===== src/rtl/fpu_ss_pkg.sv =====
// Shared types for the FPU subsystem offload path.
package fpu_ss_pkg;

  // Width of the CV-X-IF instruction id carried with every offloaded instruction.
  localparam int unsigned FPU_SS_ID_WIDTH = 4;

  // One buffered offload request: instruction word, integer operands and X-IF id.
  typedef struct packed {
    logic [31:0]                instr;
    logic [31:0]                rs1;
    logic [31:0]                rs2;
    logic [FPU_SS_ID_WIDTH-1:0] id;
  } fpu_ss_instr_entry_t;

endpackage : fpu_ss_pkg


===== src/rtl/fpu_ss_instr_buffer.sv =====
// Offload instruction buffer: in-order store of accepted X-IF instructions,
// presented head-first to the controller, with commit-kill entries dropped.
module fpu_ss_instr_buffer
  import fpu_ss_pkg::*;
#(
  parameter int unsigned DEPTH        = 4,
  parameter bit          FALL_THROUGH = 1'b0,
  parameter int unsigned ID_WIDTH     = FPU_SS_ID_WIDTH
) (
  input  logic                       clk_i,
  input  logic                       rst_i,
  input  logic                       flush_i,
  input  logic                       push_valid_i,
  output logic                       push_ready_o,
  input  logic [31:0]                push_instr_i,
  input  logic [31:0]                push_rs1_i,
  input  logic [31:0]                push_rs2_i,
  input  logic [ID_WIDTH-1:0]        push_id_i,
  input  logic                       kill_valid_i,
  input  logic [ID_WIDTH-1:0]        kill_id_i,
  output logic                       pop_valid_o,
  input  logic                       pop_ready_i,
  output logic [31:0]                pop_instr_o,
  output logic [31:0]                pop_rs1_o,
  output logic [31:0]                pop_rs2_o,
  output logic [ID_WIDTH-1:0]        pop_id_o,
  output logic [$clog2(DEPTH):0]     usage_o,
  output logic                       full_o,
  output logic                       empty_o
);

  localparam int unsigned PTR_W = $clog2(DEPTH);
  localparam int unsigned CNT_W = PTR_W + 1;

  // Stored entries share the package struct, so the id width is tied to it.
  if (ID_WIDTH != FPU_SS_ID_WIDTH) begin : g_bad_id_width
    $error("fpu_ss_instr_buffer: ID_WIDTH must equal FPU_SS_ID_WIDTH");
  end
  if ((DEPTH < 2) || ((DEPTH & (DEPTH - 1)) != 0)) begin : g_bad_depth
    $error("fpu_ss_instr_buffer: DEPTH must be a power of two >= 2");
  end

  fpu_ss_instr_entry_t mem_q [DEPTH];
  logic [DEPTH-1:0]    valid_q,  valid_d;
  logic [DEPTH-1:0]    killed_q, killed_d;
  logic [PTR_W-1:0]    rd_ptr_q, rd_ptr_d;
  logic [PTR_W-1:0]    wr_ptr_q, wr_ptr_d;
  logic [CNT_W-1:0]    usage_q,  usage_d;

  fpu_ss_instr_entry_t push_entry;
  fpu_ss_instr_entry_t pop_entry;
  logic                empty;
  logic                full;
  logic                push_hs;
  logic                push_kill;
  logic                bypass;
  logic                pop_valid;
  logic                pop_hs;
  logic                drop;
  logic                advance_rd;
  logic                store;

  assign empty        = (usage_q == '0);
  assign full         = (usage_q == CNT_W'(DEPTH));
  // Ready depends only on state and flush, never on pop_ready_i.
  assign push_ready_o = ~full & ~flush_i;
  assign push_hs      = push_valid_i & push_ready_o;
  assign push_kill    = kill_valid_i & (push_id_i == kill_id_i);

  assign push_entry.instr = push_instr_i;
  assign push_entry.rs1   = push_rs1_i;
  assign push_entry.rs2   = push_rs2_i;
  assign push_entry.id    = push_id_i;

  // An empty buffer forwards the incoming push straight to the pop side.
  assign bypass = FALL_THROUGH & empty & push_hs;

  // Select what the controller sees at the head: bypassed push, stored head or zeros.
  always_comb begin
    // NOTE: every always_comb output gets a default first so no path infers a latch.
    pop_valid = 1'b0;
    pop_entry = '0;
    if (bypass) begin
      pop_valid = ~push_kill;
      pop_entry = push_entry;
    end else if (!empty) begin
      pop_valid = ~killed_q[rd_ptr_q];
      pop_entry = mem_q[rd_ptr_q];
    end
  end

  assign pop_hs = pop_valid & pop_ready_i;
  // A killed head is discarded on its own, one entry per cycle.
  assign drop   = ~empty & killed_q[rd_ptr_q];
  // The stored head leaves on a pop or a drop; a bypassed pop never touches storage.
  assign advance_rd = ~empty & (pop_hs | drop);
  // A bypassed push consumed in the same cycle is never written.
  assign store = push_hs & ~(bypass & pop_hs);

  // Next-state for flags, pointers and usage: kill marking, then head release, then push.
  always_comb begin
    valid_d  = valid_q;
    killed_d = killed_q;
    rd_ptr_d = rd_ptr_q;
    wr_ptr_d = wr_ptr_q;

    if (kill_valid_i) begin
      for (int i = 0; i < DEPTH; i++) begin
        if (valid_q[i] && (mem_q[i].id == kill_id_i)) begin
          killed_d[i] = 1'b1;
        end
      end
    end

    // Releasing the head clears any kill that arrived in the same cycle.
    if (advance_rd) begin
      valid_d[rd_ptr_q]  = 1'b0;
      killed_d[rd_ptr_q] = 1'b0;
      rd_ptr_d           = rd_ptr_q + PTR_W'(1);
    end

    // The write slot is always free here because store implies not full.
    if (store) begin
      valid_d[wr_ptr_q]  = 1'b1;
      killed_d[wr_ptr_q] = push_kill;
      wr_ptr_d           = wr_ptr_q + PTR_W'(1);
    end

    usage_d = usage_q + CNT_W'(store) - CNT_W'(advance_rd);

    if (flush_i) begin
      valid_d  = '0;
      killed_d = '0;
      rd_ptr_d = '0;
      wr_ptr_d = '0;
      usage_d  = '0;
    end
  end

  // Control state register; reset clears every flag so old contents are lost at once.
  always_ff @(posedge clk_i or posedge rst_i) begin
    // NOTE: sequential state uses non-blocking assignments so all registers update together.
    if (rst_i) begin
      valid_q  <= '0;
      killed_q <= '0;
      rd_ptr_q <= '0;
      wr_ptr_q <= '0;
      usage_q  <= '0;
    end else begin
      valid_q  <= valid_d;
      killed_q <= killed_d;
      rd_ptr_q <= rd_ptr_d;
      wr_ptr_q <= wr_ptr_d;
      usage_q  <= usage_d;
    end
  end

  // Payload storage, written only on a real store.
  always_ff @(posedge clk_i) begin
    // NOTE: the payload array is not reset; valid/killed flags decide whether an entry counts
    // and pop data is forced to zero while empty.
    if (store) begin
      mem_q[wr_ptr_q] <= push_entry;
    end
  end

  assign pop_valid_o = pop_valid;
  assign pop_instr_o = pop_entry.instr;
  assign pop_rs1_o   = pop_entry.rs1;
  assign pop_rs2_o   = pop_entry.rs2;
  assign pop_id_o    = pop_entry.id;
  assign usage_o     = usage_q;
  assign full_o      = full;
  assign empty_o     = empty;

endmodule : fpu_ss_instr_buffer


===== config.mk =====
export PLATFORM = sky130hd
export DESIGN_NAME = fpu_ss_instr_buffer
export DESIGN_NICKNAME = d
export VERILOG_FILES = /design/src/rtl/fpu_ss_pkg.sv /design/src/rtl/fpu_ss_instr_buffer.sv
export SDC_FILE = /design/constraint.sdc
export NUM_CORES = 1
export LEC_CHECK = 0
export BUFFER_PORTS_ARGS = -buffer_cell sky130_fd_sc_hd__buf_2
export CAP_MARGIN = 20
export CORE_MARGIN = 5
export CORE_UTILIZATION = 40
export CTS_CLUSTER_DIAMETER = 50
export DETAILED_ROUTE_END_ITERATION = 12
export PLACE_DENSITY_LB_ADDON = 0.1
export SLEW_MARGIN = 0
export SYNTH_ARGS = -nofsm -noshare
export SYNTH_HDL_FRONTEND = slang
export SYNTH_SLANG_ARGS = --single-unit

===== constraint.sdc =====
create_clock -name clk_i -period 6.5 [get_ports clk_i]
set_input_delay 1.95 -clock clk_i [delete_from_list [all_inputs] [get_ports clk_i]]
set_output_delay 1.95 -clock clk_i [all_outputs]
set_load 0.03 [all_outputs]

==> metrics.cfg, run 1 <==
[sta]
tightest_slew_ns=0.9921
finalSetupViolCount=0
maxSlewViolCount=0
fmax_mhz=201.4
hold_violations=0
max_slew_margin=0.3386
finClkSkew_ns=0.01296
period_needed_ns=4.966
rsz0062_at_grt=false
setup_tns_ns=0
period_share=0.7640

[cts]
hold_buffers=0
cts.path.max_buffers=3
path_clk_slew_ns=0.05
cts_buffers=47
clock_latency_ns=0.55
cts_resized=0
cts_root_buf=clkbuf_16
cts_sinks=415
tritoncts=done
htreeDepth=2
cts_setup_buffers=0

[yosys]
synth_area_leaders=edfxtp_1 74%, mux4_2 14%, and2_1 3.9%
synth.most_common_cell=edfxtp_1
ys_seq_area_frac=0.7661
async_reset_ff_frac=0.03614
synth_enable_flop_cells=400
synth.cell_area_mm2=0.01617
yosysWarnings=0
syn_avg_cell_area_um2=21.30
syn_nets=880
ys.flop_type=edfxtp_1
yosys.area.top_type_share=0.7429
synth_cells=759
yosys-top-cells-count=400 x edfxtp_1, 101 x mux4_2, 100 x and2_1, 18 x inv_1
ys_ff_latch=415
yosys.cell_types.count=31
synth_top_area_cell=edfxtp_1

[routing]
drc=0
vias=7882
first_pass_iters=7
drt_iter0_markers=407
wl_met1_mm=14.78
dr_wl_met3_mm=1.858
wl_met2_mm=16.70
avgRoutedWirePerCell_um=21.94
finalWirelength_mm=34.14
route.top_layer_used=met5
drtAntennaViolNets=0
via_per_inst=5.066

[placement]
post-dp-hpwl_mm=19.93
io_buffer_count=216
place_congestion=0.7321

[setup_path]
r2r-end=usage_o[2]$_DFF_PP0_
reg2reg_from=usage_o[1]$_DFF_PP0_
endpoint_kind=output port
worstPathCellList=buf_4 -> mux4_2 -> and2_1 -> buf_2
required_ns=4.55
path_max_fanout=43
slowest_stage=dfrtp_4
crit_arrival_ns=3.02
critPathLaunchType=register
crit_type=register to output port
reg2reg_depth=11
slowest_delay_ns=1.04
r2r_slack_ns=2.95
cp-endpoint=pop_rs2_o[1]
critPathLaunch=rd_ptr_q[0]$_DFFE_PP0P_

[global_routing]
grt_first_pass_wirelength_mm=51.83
antenna_found_initial=4
grtUsageTotal=0.1527
grt_overflow=0
grt_max_degree=101
grt_pass1_vias=8576

[status]
status=completed

[power_and_ir_drop]
switchingPower_w=0.002624
clkPwrFrac=0.306
p_int_w=0.005534
netSwitchingFraction=0.3216
seq_power_share=0.402
p_per_area_mw_per_mm2=421.3
leakagePower_nw=6.685
power_w=0.008158
combPwrFrac=0.292
max-vdd-ir-drop_mv=0.2770

[layout]
nNetsFinal=1116
area_growth_syn_to_layout_pct=19.76
drive_gt1_frac=0.3854

[die]
die_h_um=211.1
die_area_mm2=0.04454
die_x_um=211.1
boundaryPins=217
core_mm2=0.03982
rows=73
start_util=0.4060

[worst_hold_path]
hold_class=register to register
min_path_cells=2

[job]
maxCapViolations=0

-- power groups by stage --
stage	Sequential (W)	Clock (W)	Combinational, W
finish	0.00328	0.00249	0.00239
floorplan	0.00324	0	0.00179
global placement	0.00334	0	0.00246
CTS	0.00329	0.00257	0.00246
detailed placement	0.00334	0	0.00245
global route	0.00331	0.00269	0.00256
-- cells in the final DEF (no fill, tap or decap), drive strengths merged, types with 6 or more instances in the layout --
cell type / n
dfrtp: 15
xor2: 12
inv: 20
clkinv: 13
a21oi: 7
ha: 10
mux4: 101
xnor2: 6
nand2: 13
nor2: 8
buf: 226
edfxtp: 400
clkbuf: 62
and2: 100
-- metrics by stage --
step	cell area (um2)	utilization	worst slack, ns	hold WS [ns]	instances
4_1_cts	19360	0.4862	1.367	0.5359	1555
3_3_place_gp	17900	0.4494	1.975	0.5290	1471
3_5_place_dp	17900	0.4494	1.946	0.5283	1471
2_1_floorplan	16170	-	1.455	0.5017	759
6_report	19360	0.4862	1.534	0.5351	1556
5_1_grt	19360	0.4862	1.264	0.5691	1555
-- worst max-delay path: cells and delay by family (launching register included) --
family	cells	cell delay (ns)
multiplexers	1	0.54
buffers and inverters	2	0.67
flip-flops	1	1.04
AND/OR/NAND/NOR	1	0.20
-- cell type report --
class	count	area, um2
diodes	1	2.502
clock buffers	62	1275
clock inverters	22	190.2
fillers	3367	20460
inverters	18	77.57
multi-input cells	287	3536
flip-flops and latches	415	12390
well taps	525	656.9
repair buffers	226	1231
-- registers in the layout, summed over array words and instances (netlist names) --
register and flops:
killed_q 4, mem_q 400, usage_o 3, wr_ptr_q 2
rd_ptr_q 2, valid_q 4
-- layer usage --
metal	vias to the layer above	track usage
met4	6	0.04561
li1	3518	-
met3	61	0.03327
met5	-	0
met1	4096	0.2104
met2	201	0.2469
-- cells by family after synthesis --
group,after synthesis,share of synthesized area
buf+inv,57,0.01532
simple gates,136,0.04991
flops,415,0.7661
fa+ha+maj,11,0.008976
xor+xnor,18,0.009750
compound gates,19,0.008047
mux,103,0.1419
-- worst min-delay path by stage --
| stage | startpoint | endpoint | slack (ns) |
|---|---|---|---|
| after floorplan | valid_q[0]$_DFF_PP0_ | valid_q[0]$_DFF_PP0_ | 0.50 |
| after global placement | valid_q[0]$_DFF_PP0_ | valid_q[0]$_DFF_PP0_ | 0.53 |
| after detailed placement | valid_q[0]$_DFF_PP0_ | valid_q[0]$_DFF_PP0_ | 0.53 |
| after CTS | valid_q[0]$_DFF_PP0_ | valid_q[0]$_DFF_PP0_ | 0.54 |
| after global routing | valid_q[0]$_DFF_PP0_ | valid_q[0]$_DFF_PP0_ | 0.57 |
| final | valid_q[0]$_DFF_PP0_ | valid_q[0]$_DFF_PP0_ | 0.54 |
Note: power is estimated with default switching activity, not from simulation.
==> run 2, diff against run 1 <==
==> constraint.sdc (replaced) <==
create_clock -name clk_i -period 4.6 [get_ports clk_i]
set_input_delay 1.38 -clock clk_i [delete_from_list [all_inputs] [get_ports clk_i]]
set_output_delay 1.38 -clock clk_i [all_outputs]
set_load 0.03 [all_outputs]
==> run 2 against run 1 <==
Final cell count up 1.2%. Clock power up 47%. Register-to-register slack worse by 1.6 ns. Clock skew up 0.00069 ns. Critical path depth unchanged. Routed wire length down 1.4%. Via count down 0.75%. Die area unchanged.
==> metrics.cfg, run 2 (same netlist as run 1, synthesis figures left out) <==
[cts]
cts_resized=0  ; unchanged
cts_root_buf=clkbuf_16
cts_sinks=415  ; unchanged
cts.path.max_buffers=3  ; unchanged
clock_latency_ns=0.57  ; +0.02 ns
htreeDepth=2  ; unchanged
path_clk_slew_ns=0.06  ; about the same
cts_buffers=49  ; +4.3%
hold_buffers=0  ; unchanged
tritoncts=done
cts_setup_buffers=0  ; unchanged

[sta]
setup_tns_ns=0  ; unchanged
hold_violations=0  ; unchanged
fmax_mhz=247.9
period_share=0.8768
finClkSkew_ns=0.01365  ; +0.0006938 ns
tightest_slew_ns=0.7689  ; -0.2232 ns
finalSetupViolCount=0  ; unchanged
rsz0062_at_grt=false
fin_ws_ns=0.5668  ; -0.9671 ns
maxSlewViolCount=0  ; unchanged
period_needed_ns=4.033
max_slew_margin=0.4863  ; +0.1477

[routing]
dr_wl_met3_mm=2.041  ; +9.8%
vias=7823  ; -0.75%
finalWirelength_mm=33.65  ; -1.4%
first_pass_iters=4  ; -3
avgRoutedWirePerCell_um=21.37  ; -2.6%
drt_iter0_markers=327  ; -20%
drtAntennaViolNets=0  ; unchanged
wl_met1_mm=14.26  ; -3.5%
via_per_inst=4.967  ; -1.9%
route.top_layer_used=met5
drc=0  ; unchanged
wl_met2_mm=16.59  ; -0.63%

[layout]
area_growth_syn_to_layout_pct=21.46
layout_commonest_cell=edfxtp_1
post-route-cell-area_mm2=0.01964  ; +1.4%
top_regs=mem_q: 400 flops, killed_q: 4 flops, valid_q: 4 flops
nFillCells=3391  ; +0.71%
layout_common_cells=400 x edfxtp_1, 216 x buf_2, 101 x mux4_2, 100 x and2_1, 51 x clkbuf_16
nNetsFinal=1129  ; +1.2%
drive_gt1_frac=0.3954  ; +0.009979
top_register=mem_q
largest_reg_flops=400  ; unchanged

[worst_hold_path]
hold_class=register to register
hp-start=valid_q[3]$_DFF_PP0_

[die]
boundaryPins=217  ; unchanged
die_area_mm2=0.04454  ; unchanged
die_x_um=211.1  ; unchanged
core_mm2=0.03982  ; unchanged
die_h_um=211.1  ; unchanged
rows=73  ; unchanged
start_util=0.4060  ; unchanged

[placement]
place_congestion=0.6763  ; -7.6%
placed_cell_area_mm2=0.01808  ; +1.0%
dpl_worst_slack_ns=0.8066  ; -1.140 ns
io_buffer_count=216  ; unchanged
post-dp-hpwl_mm=20.23  ; +1.5%

[setup_path]
critPathTopFamily=flip-flops
slowest_delay_ns=0.85  ; -0.19 ns
critPathLaunch=rd_ptr_q[0]$_DFFE_PP0P_
crit_type=register to output port
path_max_fanout=29  ; -33%
crit_arrival_ns=2.65  ; -0.37 ns
slowest_stage=dfrtp_4
crit_buf_inv=2  ; unchanged
endpoint_kind=output port
reg2reg_from=rd_ptr_q[0]$_DFFE_PP0P_
required_ns=3.22  ; -1.33 ns
worstPathCellList=buf_4 -> mux4_2 -> and2_1 -> buf_2
critPathLaunchType=register

[global_routing]
antenna_found_initial=9  ; +5
grt_first_pass_wirelength_mm=51.47  ; -0.68%
grt_pass1_vias=8552  ; -0.28%
grt_max_degree=59  ; -42%
grtUsageTotal=0.1510  ; -0.001655
grt_overflow=0  ; unchanged

[power_and_ir_drop]
leakagePower_nw=6.814  ; +1.9%
p_per_area_mw_per_mm2=598.1  ; +42%
max-vdd-ir-drop_mv=0.3650  ; +32%

[status]
status=completed

[job]
maxCapViolations=0  ; unchanged

-- run 2: changes by cell type in the layout (fill, tap and decap cells not counted), moves of 2 or more --
cell	delta
clkbuf_1	-3
buf_4	+3
inv_6	+2
diode_2	+2
buf_12	+8
clkinv_1	+3
clkbuf_16	+2
-- run 2: worst paths after layout --
check	slack (ns)	cells past startpoint	endpoint
worst max-delay path	0.57	4	pop_instr_o[16]
worst min register to register	0.54	2	valid_q[3]$_DFF_PP0_
max in group asynchronous	3.23	2	rd_ptr_q[0]$_DFFE_PP0P_
worst max register to register	1.37	10	usage_o[2]$_DFF_PP0_
worst min-delay path	0.54	2	valid_q[3]$_DFF_PP0_
min in group asynchronous	0.90	2	usage_o[2]$_DFF_PP0_
-- run 2: through the flow --
stage | power (W) | hold slack, ns | cells | util
6_report | 0.01175 | 0.5369 | 1575 | 0.4932
5_1_grt | 0.01234 | 0.5770 | 1573 | 0.4930
4_1_cts | 0.01199 | 0.5330 | 1572 | 0.4930
3_5_place_dp | 0.008256 | 0.5249 | 1482 | 0.4540
3_3_place_gp | 0.008257 | 0.5185 | 1482 | 0.4540
2_1_floorplan | 0.007105 | 0.5017 | 759 | -
-- run 2: cell type report --
type,count,area [um2],share of cell area
Clock buffer,61,1314,0.06690
Timing Repair Buffer,237,1414,0.07199
Tap cell,525,656.9,0.03345
Inverter,18,77.57,0.003950
Multi-Input combinational cell,287,3536,0.1800
Clock inverter,29,239.0,0.01217
Sequential cell,415,12390,0.6311
Antenna cell,3,7.507,0.0003823
-- run 2: metal layers --
metal,vias up,track usage
li1,3547,-
met2,181,0.2457
met3,57,0.03906
met1,4026,0.2008
met4,12,0.04874
met5,-,0
-- run 2: power by group --
part / internal [W] / switching [W]
sequential: 0.00442 / 0.000147
combinational: 0.00137 / 0.00214
clock: 0.00220 / 0.00147
-- run 2: worst min-delay path, stage by stage, from the launching register on --
cell and delay [ns]:
dfrtp_1 0.38, nand2_1 0.06, a21oi_1 0.06
